--- config.mk ---
export PLATFORM = sky130hd
export DESIGN_NAME = inst_fetch_flat
export DESIGN_NICKNAME = d
export VERILOG_FILES = /design/src/rtl/inst_fetch_if.sv /design/src/rtl/inst_fetch.sv /design/src/flat_wrapper.sv
export SDC_FILE = /design/constraint.sdc
export NUM_CORES = 1
export LEC_CHECK = 0
export CAP_MARGIN = 5
export CELL_PAD_IN_SITES_DETAIL_PLACEMENT = 0
export CELL_PAD_IN_SITES_GLOBAL_PLACEMENT = 1
export CORE_MARGIN = 5
export CORE_UTILIZATION = 29
export CTS_CLUSTER_DIAMETER = 60
export DETAILED_ROUTE_END_ITERATION = 12
export PLACE_DENSITY_LB_ADDON = 0.25
export SYNTH_ARGS = -nofsm -noshare
export SYNTH_HDL_FRONTEND = slang
export SYNTH_SLANG_ARGS = --single-unit
--- constraint.sdc ---
create_clock -name clk -period 1.9 [get_ports clk]
set_clock_uncertainty 0.1 [all_clocks]
set_input_delay 0.19 -clock clk [delete_from_list [all_inputs] [get_ports clk]]
set_output_delay 0.19 -clock clk [all_outputs]
set_load 0.1 [all_outputs]
--- src/rtl/inst_fetch_if.sv ---
// Fetch-unit bundle: ROM address/data, decode handshake and control.
// master = fetch unit side, slave = ROM/decode/control side.
interface inst_fetch_if #(
  parameter int unsigned ADDR_W = 8,
  parameter int unsigned INST_W = 10
);
  logic              Start;
  logic [ADDR_W-1:0] InstAddress;
  logic [INST_W-1:0] InstIn;
  logic              Stall;
  logic              BranchTaken;
  logic [ADDR_W-1:0] BranchTarget;
  logic [INST_W-1:0] Inst;
  logic [ADDR_W-1:0] InstPC;
  logic              InstValid;
  logic              Done;

  modport master (
    input  Start,
    input  InstIn,
    input  Stall,
    input  BranchTaken,
    input  BranchTarget,
    output InstAddress,
    output Inst,
    output InstPC,
    output InstValid,
    output Done
  );

  modport slave (
    output Start,
    output InstIn,
    output Stall,
    output BranchTaken,
    output BranchTarget,
    input  InstAddress,
    input  Inst,
    input  InstPC,
    input  InstValid,
    input  Done
  );
endinterface

--- src/rtl/inst_fetch.sv ---
// Instruction fetch unit: owns the PC, registers ROM words for decode, handles redirects.
// Define IFETCH_HALT_DETECT_EN to stop fetching on the all-zero halt word.
module inst_fetch #(
  parameter int unsigned       ADDR_W   = 8,
  parameter int unsigned       INST_W   = 10,
  parameter logic [ADDR_W-1:0] RESET_PC = '0
) (
  input logic            clk,
  input logic            reset,
  inst_fetch_if.master   bus
);

`ifdef IFETCH_HALT_DETECT_EN
  localparam bit HaltEn = 1'b1;
`else
  localparam bit HaltEn = 1'b0;
`endif

  typedef enum logic [1:0] {StIdle, StFetch, StHalted} state_e;

  state_e            stateQ, stateD;
  logic [ADDR_W-1:0] pcQ, pcD;
  logic [ADDR_W-1:0] instPcQ, instPcD;
  logic [INST_W-1:0] instQ, instD;
  logic              validQ, validD;
  logic              doneQ, doneD;
  logic              haltWord;

  assign haltWord = HaltEn && (bus.InstIn == '0);

  always_ff @(posedge clk) begin
    if (reset) begin
      stateQ  <= StIdle;
      pcQ     <= RESET_PC;
      instPcQ <= '0;
      instQ   <= '0;
      validQ  <= 1'b0;
      doneQ   <= 1'b0;
    end else begin
      stateQ  <= stateD;
      pcQ     <= pcD;
      instPcQ <= instPcD;
      instQ   <= instD;
      validQ  <= validD;
      doneQ   <= doneD;
    end
  end

  always_comb begin
    stateD  = stateQ;
    pcD     = pcQ;
    instPcD = instPcQ;
    instD   = instQ;
    validD  = validQ;
    doneD   = doneQ;
    unique case (stateQ)
      StIdle: begin
        if (bus.Start) begin
          stateD = StFetch;
          pcD    = RESET_PC;
        end
      end
      StFetch: begin
        if (!bus.Stall) begin
          if (bus.BranchTaken && validQ) begin
            // Squash the wrong-path word now on InstIn; halt check is skipped too.
            pcD    = bus.BranchTarget;
            validD = 1'b0;
          end else if (haltWord) begin
            validD = 1'b0;
            doneD  = 1'b1;
            stateD = StHalted;
          end else begin
            instD   = bus.InstIn;
            instPcD = pcQ;
            validD  = 1'b1;
            pcD     = pcQ + ADDR_W'(1);
          end
        end
      end
      StHalted: begin
        if (bus.Start) begin
          stateD = StFetch;
          pcD    = RESET_PC;
          doneD  = 1'b0;
        end
      end
      default: stateD = StIdle;
    endcase
  end

  assign bus.InstAddress = pcQ;
  assign bus.Inst        = instQ;
  assign bus.InstPC      = instPcQ;
  assign bus.InstValid   = validQ;
  assign bus.Done        = doneQ & HaltEn;

endmodule

--- src/flat_wrapper.sv ---
// flat-port wrapper written by rule: the top's interface ports become plain ports
module inst_fetch_flat 
#(
  parameter int unsigned       ADDR_W   = 8,
  parameter int unsigned       INST_W   = 10,
  parameter logic [ADDR_W-1:0] RESET_PC = '0
)
  (clk, reset, bus_Start, bus_InstIn, bus_Stall, bus_BranchTaken, bus_BranchTarget, bus_InstAddress, bus_Inst, bus_InstPC, bus_InstValid, bus_Done);
  inst_fetch_if #(.ADDR_W(ADDR_W), .INST_W(INST_W)) bus_i ();
  input logic clk;
  input logic reset;
  input wire logic [$bits(bus_i.Start)-1:0] bus_Start;
  input wire logic [$bits(bus_i.InstIn)-1:0] bus_InstIn;
  input wire logic [$bits(bus_i.Stall)-1:0] bus_Stall;
  input wire logic [$bits(bus_i.BranchTaken)-1:0] bus_BranchTaken;
  input wire logic [$bits(bus_i.BranchTarget)-1:0] bus_BranchTarget;
  output wire logic [$bits(bus_i.InstAddress)-1:0] bus_InstAddress;
  output wire logic [$bits(bus_i.Inst)-1:0] bus_Inst;
  output wire logic [$bits(bus_i.InstPC)-1:0] bus_InstPC;
  output wire logic [$bits(bus_i.InstValid)-1:0] bus_InstValid;
  output wire logic [$bits(bus_i.Done)-1:0] bus_Done;
  assign bus_i.Start = bus_Start;
  assign bus_i.InstIn = bus_InstIn;
  assign bus_i.Stall = bus_Stall;
  assign bus_i.BranchTaken = bus_BranchTaken;
  assign bus_i.BranchTarget = bus_BranchTarget;
  assign bus_InstAddress = bus_i.InstAddress;
  assign bus_Inst = bus_i.Inst;
  assign bus_InstPC = bus_i.InstPC;
  assign bus_InstValid = bus_i.InstValid;
  assign bus_Done = bus_i.Done;
  inst_fetch #(.ADDR_W(ADDR_W), .INST_W(INST_W), .RESET_PC(RESET_PC)) u_core (.clk(clk), .reset(reset), .bus(bus_i));
endmodule
==> results of run 1 <==
routing by layer:
| metal | track usage | share of wire | up-vias |
|---|---|---|---|
| met5 | 0 | 0 | - |
| met4 | 0.0307 | 0.013 | 0 |
| met3 | 0.0303 | 0.072 | 5 |
| met2 | 0.180 | 0.47 | 36 |
| met1 | 0.161 | 0.44 | 511 |
| li1 | - | - | 574 |
through the flow:
step | area, µm² | std cells | hold WS (ns) | setup slack, ns | util
floorplan | 1160 | 139 | 0.216 | 0.00218 | -
global placement | 1640 | 235 | 0.343 | 0.246 | 0.419
detailed placement | 1640 | 235 | 0.348 | 0.230 | 0.419
CTS | 1700 | 239 | 0.347 | 0.487 | 0.434
global route | 1700 | 239 | 0.362 | 0.353 | 0.434
finish | 1700 | 239 | 0.350 | 0.475 | 0.434
state kept, by name, summed over array words and instances (netlist names):
register / flops
u_core.bus.Inst: 10
u_core.bus.InstAddress: 8
u_core.bus.InstPC: 8
u_core.bus.InstValid: 1
u_core.stateQ: 1
power breakdown:
| part | switching, W | internal [W] |
|---|---|---|
| logic | 0.000156 | 0.0000788 |
| registers | 0.0000124 | 0.000602 |
| clock network | 0.000187 | 0.000186 |
| total | 0.000355 | 0.000866 |
final cells by class:
type	instances	area, µm²	area share
Sequential cell	28	568	0.335
Tap cell	50	62.6	0.0369
Clock buffer	4	55.1	0.0324
Timing Repair Buffer	54	473	0.279
Inverter	1	3.75	0.00221
Multi-Input combinational cell	102	534	0.315
worst reg2reg max path, stage by stage, from the launching register on:
cell      delay [ns]
dfxtp_2         0.42
ha_1            0.20
nand3_1         0.10
xnor2_1         0.14
a222oi_1        0.30
nor2_1          0.06
worst max path at each step:
stage,cells past startpoint,start,to
CTS,5,u_core.bus.InstAddress[0],u_core.bus.InstAddress[4]
global route,5,u_core.bus.InstAddress[0],u_core.bus.InstAddress[4]
finish,5,u_core.bus.InstAddress[0],u_core.bus.InstAddress[4]
floorplan,4,u_core.bus.InstAddress[5],u_core.bus.InstAddress[7]
global placement,6,bus_Stall,u_core.bus.InstAddress[6]
detailed placement,6,bus_Stall,u_core.bus.InstPC[4]
placed cells by master (no fill, tap or decap), types with 2 or more instances in the layout:
cell type	n
nor3_1	3
a222oi_1	3
o21ai_1	2
a22oi_1	4
xnor2_1	2
dfxtp_1	22
a31oi_1	2
dfxtp_2	6
nand2_1	38
nand3_1	6
a21oi_1	21
or3_1	2
clkdlybuf4s50_1	22
o21a_1	2
nor2_1	6
clkbuf_8	4
buf_4	31
cells by family after synthesis:
family / Yosys count / synth area share
and+or+nand+nor: 61 / 0.229
muxes: 1 / 0.00870
adders and majority gates: 1 / 0.0109
AOI/OAI and AO/OA: 36 / 0.197
xor gates and xnor gates: 2 / 0.0152
buffers and inverters: 9 / 0.0489
other: 1 / 0.00326
DFF: 28 / 0.487
==> flow_metrics.tcl, run 1 <==
set metrics [dict create \
    status "complete, no violations" \
    rrSetupSlack_ns 0.47 \
    rsz0062_at_grt "false" \
    gr-total-overflow 0 \
    cap_violations 0 \
    fmax_mhz 702 \
    synth.net_count 163 \
    grt_use_total 0.117 \
    die_h_um 73 \
    dieArea_mm2 0.00533 \
    coreArea_mm2 0.00391 \
    synth_edf_count 0 \
    path_class "flop to flop" \
    clock_sinks 28 \
    path_clk_slew_ns 0.10 \
    slowest_delay_ns 0.42 \
    cp_max_fo 7 \
    synth_area_leaders "dfxtp_1 49%, nand2_1 12%, a21oi_1 9.1%" \
    start_util 0.294 \
    grt_pass1_vias 1052 \
    nFillCells 413 \
    ys_seq_area_frac 0.487 \
    num_io_pins 51 \
    cts_buffers 3 \
    reg2reg_to "u_core.bus.InstAddress[4]" \
    r2r_cells 5 \
    synth_area_per_cell_um2 8.28 \
    antennaDiodeCount 0 \
    cts_tree "yes" \
    drt-total-wl_mm 2.99 \
    worstSetupEndpointType "flop" \
    gp_congestion 0.774 \
    power.leakage_nw 0.642 \
    drive_above_1_share 0.243 \
    drt_iter0_drc 81 \
    whs_endpoint "u_core.bus.InstAddress[0]" \
    synthArstFlopShare 0 \
    fin_nets 214 \
    grt_max_degree 29 \
    start_kind "flop" \
    rows 23 \
    cp_num_buf_inv 0 \
    setup_viol 0 \
    antenna_found_initial 0 \
    ant_nets 0 \
    required_ns 1.96 \
    power_w 0.00122 \
    finalHoldViolCount 0 \
    maxSlewViolCount 0 \
    hold_depth 3 \
    yosysMostFrequentCell "nand2_1" \
    p_per_area_mw_per_mm2 720 \
    finalCriticalPeriod_ns 1.43 \
    yosysTopAreaCellShare 0.487 \
    ctsHoldBuffers 0 \
    max-vdd-ir-drop_mv 0.277 \
    ys_seq_elements 28 \
    drc_errors 0 \
    cts.repair.resized 0 \
    synth_common_cells "38 x nand2_1, 28 x dfxtp_1, 21 x a21oi_1" \
    min-delay-start "bus_BranchTarget[0]" \
    htree_num_levels 1 \
    reg2reg_from "u_core.bus.InstAddress[0]" \
    netlist-cell-type-count 29 \
    timing.final.crit_share 0.750 \
    synth_cells 139 \
    min_path_type "input port to flop" \
    synth_ff_type "dfxtp_1" \
    avgRoutedWirePerCell_um 12.5 \
    crit_arrival_ns 1.49 \
    fin_tns_setup_ns 0 \
    yosysTopAreaCell "dfxtp_1" \
    post-cts-setup-buffers 0 \
    clock_latency_ns 0.28 \
    path_cells "ha_1, nand3_1, xnor2_1, a222oi_1, nor2_1" \
    syn_to_final_growth_pct 47.4 \
    portBuffers 49 \
    ys_warn_count 0 \
    hpwl_mm 2.24 \
    root_buffer "clkbuf_8" \
    critPathTopFamily "flip-flops" \
    cts_buffer_depth 2 \
    vias 1126 \
    dr.pass1.iters 4 \
    fp.dieW_um 73 \
    via_per_inst 4.71 \
    synth.cell_area_mm2 0.00115 \
    grt_first_pass_wirelength_mm 4.92 \
    crit_slowest_cell "dfxtp_2" \
]
(Power assumes the default switching activity.)
==> run 2: changes to the inputs <==
--- a/config.mk
+++ b/config.mk
@@ -9,7 +9,7 @@
 export CELL_PAD_IN_SITES_DETAIL_PLACEMENT = 0
 export CELL_PAD_IN_SITES_GLOBAL_PLACEMENT = 1
 export CORE_MARGIN = 5
-export CORE_UTILIZATION = 29
+export CORE_UTILIZATION = 26
 export CTS_CLUSTER_DIAMETER = 60
 export DETAILED_ROUTE_END_ITERATION = 12
 export PLACE_DENSITY_LB_ADDON = 0.25
==> constraint.sdc (replaced) <==
create_clock -name clk -period 1.2 [get_ports clk]
set_clock_uncertainty 0.1 [all_clocks]
set_input_delay 0.12 -clock clk [delete_from_list [all_inputs] [get_ports clk]]
set_output_delay 0.12 -clock clk [all_outputs]
set_load 0.1 [all_outputs]
==> run 2 against run 1 <==
  * Sequential share of layout area decreased by 9.6 points
  * The run now ends with negative setup slack left
  * Wire length grew 32%
  * Worst hold slack got worse by 0.069 ns
  * Global-route usage increased by 0.74 points
  * Largest power group unchanged
  * Highest routed layer unchanged
  * Total power grew 79%
  * Critical endpoint unchanged
  * Clock-buffer cell count is the same
  * Non-clock buffer count is 26 higher
==> flow_metrics.tcl, run 2 (same netlist as run 1, synthesis figures left out) <==
set metrics [dict create \
    maxSlewViolCount 0 \
    reg2reg_from "u_core.bus.InstAddress[0]" \
    reg2reg_to "u_core.bus.InstAddress[4]" \
    portBuffers 49 \
    coreArea_mm2 0.00432 \
    cts_tree "yes" \
    p_seq_frac 0.444 \
    setup_viol 24 \
    largest_reg_flops 10 \
    mostFrequentLayoutCell "buf_12" \
    rsz0062_at_grt "true" \
    die_h_um 76.5 \
    fin_nets 240 \
    cts_buffer_depth 2 \
    drt_iter0_drc 69 \
    avgRoutedWirePerCell_um 14.8 \
    p_per_area_mw_per_mm2 845 \
    num_io_pins 51 \
    ctsHoldBuffers 0 \
    fmax_mhz 737 \
    drt-total-wl_mm 3.95 \
    min_path_type "input port to flop" \
    start_kind "flop" \
    max-vdd-ir-drop_mv 0.387 \
    syn_to_final_growth_pct 125 \
    start_util 0.266 \
    critPathTopFamily "flip-flops" \
    slowest_delay_ns 0.40 \
    highest_layer "met4" \
    clock_latency_ns 0.28 \
    fp.dieW_um 76.5 \
    power.leakage_nw 0.987 \
    path_cells "ha_4, nand3_2, xnor2_1, a222oi_1, nor2_1" \
    whs_endpoint "u_core.bus.Inst[7]" \
    crit_slowest_cell "dfxtp_4" \
    worstSetupEndpointType "flop" \
    p_clk_frac 0.306 \
    cp_num_buf_inv 0 \
    rows 24 \
    power_switching_w 0.000638 \
    dr.pass1.iters 4 \
    rrSetupSlack_ns -0.16 \
    htree_num_levels 1 \
    grt_use_total 0.124 \
    setup_ws_ns -0.158 \
    vias 1283 \
    power_w 0.00219 \
    dr_wl_met3_um 194 \
    grt_pass1_vias 1254 \
    nFillCells 372 \
    pwr-share-comb 0.251 \
    met2WireLength_mm 2.01 \
    violations "negative setup slack" \
    hpwl_mm 2.63 \
    grt_first_pass_wirelength_mm 6.08 \
    gp_congestion 0.749 \
    fin_hold_ws_ns 0.281 \
    timing.final.crit_share 1.13 \
    switching_share 0.292 \
    path_clk_slew_ns 0.10 \
    finalCriticalPeriod_ns 1.36 \
    status "complete, but fails checks" \
    root_buffer "clkbuf_8" \
    wl_met1_mm 1.69 \
    drc_errors 0 \
    final_cell_mix "28 x buf_12, 20 x nand2_1, 20 x buf_6, 20 x clkdlybuf4s50_1, 19 x dfxtp_2" \
    hold_depth 3 \
    r2r_cells 5 \
    crit_arrival_ns 1.43 \
    via_per_inst 4.81 \
    required_ns 1.27 \
    cp_max_fo 3 \
    antennaDiodeCount 0 \
    antenna_found_initial 0 \
    clock_sinks 28 \
    grt_max_degree 29 \
    dp_slack_ns -0.415 \
    gr-total-overflow 0 \
    finalHoldViolCount 0 \
    cts_buffers 3 \
    min-delay-start "bus_InstIn[7]" \
    p_int_w 0.00155 \
    ant_nets 0 \
    drive_above_1_share 0.647 \
    dieArea_mm2 0.00586 \
    path_class "flop to flop" \
    cap_violations 0 \
]
-- run 2: changes by cell type in the layout (fill, tap and decap cells not counted), sizes merged --
cell           change
buf               +26
dlygate4sd2        +2
clkdlybuf4s50      -2
-- run 2: per-layer routing --
| metal | vias up | global-route usage |
|---|---|---|
| met4 | 0 | 0.0472 |
| met3 | 4 | 0.0343 |
| li1 | 633 | - |
| met2 | 35 | 0.209 |
| met1 | 611 | 0.148 |
| met5 | - | 0 |
-- run 2: tightest hold or removal path: cells and delay by family --
| kind | cells | cell delay [ns] |
|---|---|---|
| compound gates | 1 | 0.05 |
| buf+inv | 1 | 0.40 |
| simple gates | 1 | 0.06 |
-- run 2: final cells by class --
| cell class | count | area, µm² | share of cell area |
|---|---|---|---|
| Clock buffer | 4 | 66.3 | 0.0256 |
| Inverter | 1 | 6.26 | 0.00242 |
| Multi-Input combinational cell | 102 | 746 | 0.288 |
| Sequential cell | 28 | 618 | 0.239 |
| Tap cell | 52 | 65.1 | 0.0251 |
| Timing Repair Buffer | 80 | 1090 | 0.420 |
-- run 2: worst max-delay path by stage --
stage / startpoint / endpoint / slack, ns / depth (start not counted)
after detailed placement: bus_Stall / u_core.bus.InstAddress[4] / -0.42 / 6
after CTS: u_core.stateQ[0] / u_core.bus.InstAddress[5] / -0.13 / 4
after global placement: bus_Stall / u_core.bus.InstAddress[4] / -0.36 / 6
final: u_core.bus.InstAddress[0] / u_core.bus.InstAddress[4] / -0.16 / 5
after global routing: u_core.stateQ[0] / u_core.bus.InstAddress[3] / -0.22 / 5
after floorplan: u_core.bus.InstAddress[0] / u_core.bus.InstAddress[4] / -0.30 / 5
-- run 2: stage by stage --
| stage | cell area [µm²] | TNS [ns] | util | cells |
|---|---|---|---|---|
| floorplan | 1240 | -2.36 | - | 139 |
| detailed placement | 2150 | -9.04 | 0.497 | 250 |
| global placement | 2150 | -7.97 | 0.497 | 250 |
| global route | 2590 | -3.60 | 0.598 | 267 |
| finish | 2590 | -1.86 | 0.598 | 267 |
| CTS | 2310 | -0.946 | 0.535 | 262 |
-- run 2: power by group through the flow --
stage          combinational, W  clock [W]  sequential (W)
2_1_floorplan          0.000109          0         0.00113
3_3_place_gp           0.000463          0        0.000987
3_5_place_dp           0.000466          0        0.000988
4_1_cts                0.000486   0.000675        0.000967
5_1_grt                0.000573   0.000715        0.000974
6_report               0.000548   0.000668        0.000970
-- run 2: what timing repair did --
item                                    4_1_cts  5_1_grt
pin swaps                                     6       36
cloned                                        0        1
resized for setup                            12       66
setup buffers                                 8        5
endpoints found under the setup margin       28       32
